**config.mk**
```make
export PLATFORM = sky130hd
export DESIGN_NAME = rr_decoder_arbiter
export DESIGN_NICKNAME = d
export VERILOG_FILES = /design/src/rtl/rr_decoder_arbiter.sv
export SDC_FILE = /design/constraint.sdc
export NUM_CORES = 1
export LEC_CHECK = 0
export BUFFER_PORTS_ARGS = -buffer_cell sky130_fd_sc_hd__buf_2
export CAP_MARGIN = 20
export CORE_ASPECT_RATIO = 2
export CORE_MARGIN = 4
export CORE_UTILIZATION = 57
export DETAILED_ROUTE_END_ITERATION = 8
export HOLD_SLACK_MARGIN = 0.03
export MAX_ROUTING_LAYER = met4
export PLACE_DENSITY = 0.9
export SLEW_MARGIN = 40
export SYNTH_ARGS = -nofsm -noshare
export SYNTH_HDL_FRONTEND = slang
export SYNTH_SLANG_ARGS = --single-unit
```
**constraint.sdc**
```tcl
create_clock -name clk -period 3.6 [get_ports clk]
set_clock_uncertainty 0.15 [all_clocks]
set_input_delay 0.36 -clock clk [delete_from_list [all_inputs] [get_ports clk]]
set_output_delay 0.36 -clock clk [all_outputs]
set_load 0.02 [all_outputs]
```
**src/rtl/rr_decoder_arbiter.sv**
```systemverilog
// Round-robin arbiter driving a shared 3-to-8 one-hot decoder bank.
// Break-before-make between tenures, with an optional per-tenure hold limit.
module rr_decoder_arbiter #(
  parameter int unsigned SEL_W    = 3,
  parameter int unsigned N_REQ    = 8,
  parameter int unsigned MAX_HOLD = 4,
  parameter int unsigned CNT_W    = 8
) (
  input  logic             clk,
  input  logic             rst_n,
  input  logic [N_REQ-1:0] req,
  input  logic             rel,
  output logic [SEL_W-1:0] sel,
  output logic             en,
  output logic [N_REQ-1:0] gnt,
  output logic             tmo,
  output logic [CNT_W-1:0] busy_cnt
);

  typedef enum logic {IDLE, GRANT} state_t;

  localparam logic [CNT_W-1:0] HOLD_LIM = CNT_W'(MAX_HOLD);
  localparam logic [CNT_W-1:0] CNT_MAX  = {CNT_W{1'b1}};
  localparam logic [SEL_W-1:0] PTR_RST  = SEL_W'(N_REQ - 1);

  state_t           state, state_nxt;
  logic [SEL_W-1:0] ptr, ptr_nxt;
  logic [SEL_W-1:0] sel_nxt;
  logic             en_nxt;
  logic [N_REQ-1:0] gnt_nxt;
  logic             tmo_nxt;
  logic [CNT_W-1:0] cnt_nxt;
  logic [SEL_W-1:0] win;
  logic             nrm_rls;
  logic             frc_rls;

  // Winner search: descending scan so the nearest requester after ptr wins last.
  always_comb begin
    win = ptr;
    for (int i = N_REQ; i >= 1; i--) begin
      if (req[ptr + SEL_W'(i)]) begin
        win = ptr + SEL_W'(i);
      end
    end
  end

  always_ff @(posedge clk or negedge rst_n) begin
    if (!rst_n) begin
      state    <= IDLE;
      ptr      <= PTR_RST;
      sel      <= '0;
      en       <= 1'b0;
      gnt      <= '0;
      tmo      <= 1'b0;
      busy_cnt <= '0;
    end else begin
      state    <= state_nxt;
      ptr      <= ptr_nxt;
      sel      <= sel_nxt;
      en       <= en_nxt;
      gnt      <= gnt_nxt;
      tmo      <= tmo_nxt;
      busy_cnt <= cnt_nxt;
    end
  end

  // Normal release outranks the hold limit, so tmo only marks a pure timeout.
  always_comb begin
    state_nxt = state;
    ptr_nxt   = ptr;
    sel_nxt   = sel;
    en_nxt    = en;
    gnt_nxt   = gnt;
    tmo_nxt   = 1'b0;
    cnt_nxt   = busy_cnt;
    nrm_rls   = 1'b0;
    frc_rls   = 1'b0;
    case (state)
      IDLE: begin
        if (|req) begin
          state_nxt = GRANT;
          sel_nxt   = win;
          en_nxt    = 1'b1;
          gnt_nxt   = N_REQ'(1) << win;
          cnt_nxt   = CNT_W'(1);
        end
      end
      GRANT: begin
        nrm_rls = rel | ~req[sel];
        frc_rls = (MAX_HOLD != 0) && (busy_cnt == HOLD_LIM);
        if (nrm_rls || frc_rls) begin
          state_nxt = IDLE;
          ptr_nxt   = sel;
          en_nxt    = 1'b0;
          gnt_nxt   = '0;
          cnt_nxt   = '0;
          tmo_nxt   = ~nrm_rls;
        end else if (busy_cnt != CNT_MAX) begin
          cnt_nxt = busy_cnt + CNT_W'(1);
        end
      end
      default: begin
        state_nxt = IDLE;
      end
    endcase
  end

endmodule

```
==> results_dict.tcl, run 1 <==
set metrics [dict create \
    max_freq_mhz 309 \
    clk_pin_slew_ps 90 \
    htreeDepth 1 \
    antenna_cells 0 \
    worstMarginPinSlew_ps 540 \
    synthCells 193 \
    antenna_found_initial 0 \
    nets 240 \
    areaGrowthSynthToFinish_pct 9.26 \
    final-setup-viol-count 0 \
    crit_required_ps 3610 \
    gr-total-overflow 0 \
    synth-edff-count 0 \
    p_leak_nw 0.982 \
    p_total_mw 2.56 \
    worstPathCellList "inv_2 -> ha_1 -> mux4_2 -> mux2i_1 -> o31ai_1 -> a221oi_1 -> o41ai_4 -> mux2_1" \
    core_area_um2 3610 \
    worst-setup-path-type "reg2reg" \
    synth_seq_area_share_pct 29.9 \
    vias_per_cell 6.33 \
    netlist.area_leader.share_pct 26.1 \
    drv_cap 0 \
    worst_setup_path_start_kind "flop" \
    grt_pass1_wl_um 8220 \
    cts_tree "yes" \
    hold_violations 0 \
    wl_um 4970 \
    clockBufferDepth 2 \
    grt_usage_pct 23.2 \
    synth-async-reset-ratio_pct 100 \
    ys_ff_latch 25 \
    status "finished clean" \
    rsz0062_at_grt "false" \
    synth_area_per_cell_um2 10.9 \
    slowest_stage "dfstp_2" \
    synth_top_area_cell "dfrtp_1" \
    die_w_um 51.0 \
    setup_tns_ps 0 \
    slew_violations 0 \
    hp-class "in2reg" \
    start_util_pct 58.4 \
    r2r_slack_ps 360 \
    cpPeakStageDelay_ps 700 \
    slew_headroom_pct 63.9 \
    endpoint_kind "flop" \
    cp.arrival_ps 3250 \
    gp_congestion 1.03 \
    synth_cell_type_count 60 \
    yosys-top-cells-area "dfrtp_1 (26%), mux4_2 (13%), nand2_1 (4.3%), dfstp_2 (3.7%), mux2_2 (3.2%)" \
    fin_crit_sh_pct 89.9 \
    clock_sinks 25 \
    clk_latency_ps 270 \
    vias 1727 \
    grt_pass1_vias 1773 \
    dp_hpwl_um 3900 \
    drc 0 \
    ys.flop_type "dfrtp_1" \
    drt_first_pass_iters 4 \
    die_area_um2 4790 \
    wl_per_cell_um 18.2 \
    die-height_um 94.0 \
    drt_iter0_markers 60 \
    ys.warnings.count 0 \
    worst-path-max-fanout 13 \
    io-pin-count 32 \
    power.density_cell_area_nw_per_um2 1110 \
    syn_area_um2 2110 \
    syn_nets 208 \
    synthMostInstantiatedCell "nand2_1" \
    grt_max_degree 26 \
    yosys-top-cells-count "nand2_1 (24), dfrtp_1 (22), nor2_1 (13)" \
    buffer_ports.inserted 31 \
    root_buffer "clkbuf_8" \
    min_period_ps 3240 \
    drive_above_1_share_pct 36.6 \
    post_cts_buffers 0 \
    hold_ws_ps 255 \
    drt.antenna.violating_nets 0 \
    cts_buffers 3 \
    rows 31 \
    vdd_drop_max_mv 0.810 \
]
## power breakdown
part	total, mW	internal, mW	switching, mW
sequential	0.499	0.377	0.122
combinational	1.90	0.821	1.08
clock	0.166	0.0785	0.0876
total	2.56	1.28	1.29
## cell type report
cell class | instances | area [um2]
Timing Repair Buffer | 35 | 188
Clock buffer | 3 | 41.3
Multi-Input combinational cell | 151 | 1340
Sequential cell | 25 | 629
Inverter | 9 | 33.8
Tap cell | 49 | 61.3
Clock inverter | 1 | 7.51
Fill cell | 297 | 1300
## cells in the final DEF (no fill, tap or decap), drive strengths merged, types with 2 or more instances in the layout
cell type,instances
buf,34
nand2,25
dfrtp,22
nor2,13
mux4,13
mux2,10
inv,9
xnor2,7
mux2i,7
o31ai,7
a21oi,6
nand2b,5
a32o,4
ha,4
nand3,4
a221oi,4
a31oi,4
xor2,3
nor2b,3
o21ai,3
clkbuf,3
dfstp,3
and2,3
nor4,2
and3,2
a2111oi,2
nor3b,2
a211oi,2
o211ai,2
## timing repair
| item | 4_1_cts | 5_1_grt |
|---|---|---|
| hold buffers | 1 | 0 |
| gates resized for setup | 0 | 0 |
| hold endpoints to repair | 22 | 0 |
## through the flow
step / setup slack, ps / area, um2 / std cells / util, %
2_1_floorplan: 661 / 2110 / 193 / -
3_3_place_gp: 484 / 2240 / 268 / 62.2
3_5_place_dp: 405 / 2240 / 268 / 62.2
4_1_cts: 389 / 2300 / 273 / 63.9
5_1_grt: 199 / 2300 / 273 / 63.9
6_report: 365 / 2300 / 273 / 63.9
## routing by layer
metal	track usage (%)	wire length, um
met4	12.4	188
met5	-	0
met2	44.5	2950
met1	21.6	1640
met3	1.91	191
## path summary, 6_finish.rpt
check                       start      to  cells after the start
max in group asynchronous   rst_n  ptr[1]                      2
min in group asynchronous   rst_n  gnt[2]                      2
max                        ptr[1]  sel[1]                      8
min                           rel     tmo                      4
min reg2reg                gnt[5]  gnt[5]                      2
max reg2reg                ptr[1]  sel[1]                      8
## worst max-delay path: cells and delay by family (launching register included)
kind,cells,cell delay (ps)
adders and majority gates,1,520
muxes,3,930
buffers and inverters,1,110
DFF,1,700
AOI/OAI and AO/OA,3,720
## logic make-up after synthesis
logic type                 count (synthesis)  share of synthesized area [%]
DFF                                       25                           29.9
muxes                                     30                           23.0
adders and majority gates                  4                           2.37
and+or+nand+nor                           66                           16.1
buffers and inverters                     17                           6.47
AOI/OAI and AO/OA                         41                           18.0
xor gates and xnor gates                  10                           4.15
## state kept, by name, summed over array words and instances (netlist names)
signal / count
busy_cnt: 8
gnt: 8
ptr: 3
sel: 3
en: 1
state: 1
tmo: 1
(Power assumes the default switching activity.)
==> run 2, diff against run 1 <==
PLACE_DENSITY = 0.88   (was 0.9)
==> results_dict.tcl, run 2 (same netlist as run 1, synthesis figures left out) <==
set metrics [dict create \
    status "finished clean" \
    worst-setup-path-type "reg2reg" \
    fin_util_pct 64.1 \
    drive_above_1_share_pct 36.9 \
    vias 1747 \
    gp_congestion 0.982 \
    fin_crit_sh_pct 91.0 \
    io-pin-count 32 \
    drt_iter0_markers 72 \
    cts_hold_buf 1 \
    slew_violations 0 \
    max_freq_mhz 305 \
    wl_met3_um 226 \
    cpLargestDelayFamily "multiplexers" \
    setup_ws_ps 323 \
    cts_buffers 3 \
    gr-total-overflow 0 \
    drt.antenna.violating_nets 0 \
    rsz0062_at_grt "false" \
    power.density_cell_area_nw_per_um2 1110 \
    r2r_cells 8 \
    final_common_cell "buf_2" \
    clock_sinks 25 \
    worstHoldEndpoint "tmo" \
    die-height_um 94.0 \
    hp-class "in2reg" \
    antenna_found_initial 0 \
    cpPeakStageDelay_ps 710 \
    hold_ws_ps 242 \
    vdd_drop_max_mv 0.847 \
    grt_usage_pct 22.8 \
    areaGrowthSynthToFinish_pct 9.61 \
    rr_endpoint "sel[1]" \
    worstMarginPinSlew_ps 553 \
    drv_cap 0 \
    clk_pin_slew_ps 80 \
    drt_first_pass_iters 4 \
    top_regs "busy_cnt (8), gnt (8)" \
    cp_num_cells 8 \
    drt-met1-wl_um 1660 \
    htreeDepth 1 \
    vias_per_cell 6.38 \
    r2r_slack_ps 320 \
    post_cts_buffers 0 \
    antenna_cells 0 \
    crit_required_ps 3610 \
    worstReg2RegStart "ptr[1]" \
    worst-path-max-fanout 14 \
    clk_latency_ps 270 \
    wl_per_cell_um 18.0 \
    fill_cells 309 \
    slew_headroom_pct 63.1 \
    worstHoldStart "rel" \
    cts_resized 0 \
    buffer_ports.inserted 31 \
    setup_tns_ps 0 \
    nets 241 \
    die_w_um 51.0 \
    routed.top_layer "met4" \
    die_area_um2 4790 \
    min_period_ps 3280 \
    final_cell_mix "buf_2 (31), nand2_1 (24), dfrtp_1 (22)" \
    grt_pass1_vias 1763 \
    worst_setup_path_start_kind "flop" \
    p_leak_nw 0.987 \
    final-setup-viol-count 0 \
    place_ws_ps 347 \
    cp.arrival_ps 3280 \
    cts_tree "yes" \
    seq_area_um2 629 \
    root_buffer "clkbuf_8" \
    whs_path_depth 4 \
    hold_violations 0 \
    drc 0 \
    clockBufferDepth 2 \
    dp_hpwl_um 3870 \
    endpoint_kind "flop" \
    rows 31 \
    grt_pass1_wl_um 8210 \
    worstPathCellList "inv_2 -> ha_1 -> mux4_2 -> mux2i_1 -> o31ai_1 -> a221oi_1 -> o41ai_4 -> mux2_1" \
    core_area_um2 3610 \
    crit_buf_inv 1 \
    wl_um 4930 \
    multi_input_area_um2 1340 \
    start_util_pct 58.4 \
    slowest_stage "dfstp_2" \
    grt_max_degree 26 \
    met2_length_um 2860 \
]
==> run 2: cell types whose count changed in the layout (fill, tap and decap cells not counted) <==
cell	change
buf_4	+1
==> run 2: final cells by class <==
cell class              count  share of cell area [%]
repair buffers             36                    8.45
well taps                  49                    2.65
flip-flops and latches     25                    27.2
multi-input cells         151                    58.1
clock buffers               3                    1.79
inverters                   9                    1.46
clock inverters             1                   0.325
==> run 2: how the worst max path moves through the flow <==
stage                 from  endpoint
floorplan           ptr[0]    sel[1]
global placement    ptr[1]    sel[1]
detailed placement  ptr[1]    sel[1]
CTS                 ptr[1]    sel[1]
global route        ptr[1]    gnt[3]
finish              ptr[1]    sel[1]
==> run 2: worst register-to-register path: stages (launching register included) <==
cell and delay [ps]:
dfstp_2 710, inv_2 120, ha_1 530, mux4_2 420
mux2i_1 200, o31ai_1 100, a221oi_1 450, o41ai_4 170
mux2_1 310
==> run 2: stage by stage <==
| stage | power, mW | std cells | area (um2) |
|---|---|---|---|
| floorplan | 2.09 | 193 | 2110 |
| global placement | 2.32 | 269 | 2250 |
| detailed placement | 2.38 | 269 | 2250 |
| CTS | 2.56 | 274 | 2310 |
| global route | 2.75 | 274 | 2310 |
| finish | 2.56 | 274 | 2310 |
==> run 2: where the power goes <==
| part | internal, mW | leakage, nW | switching, mW |
|---|---|---|---|
| clock | 0.0784 | 0.0217 | 0.0877 |
| sequential | 0.377 | 0.322 | 0.125 |
| combinational | 0.830 | 0.643 | 1.06 |
| total | 1.29 | 0.987 | 1.27 |
==> run 2: layer usage <==
layer  GRT usage, %  up-vias
li1               -      789
met1           22.1      871
met2           42.8       65
met3           2.07       22
met4           11.9        0
met5              -        -
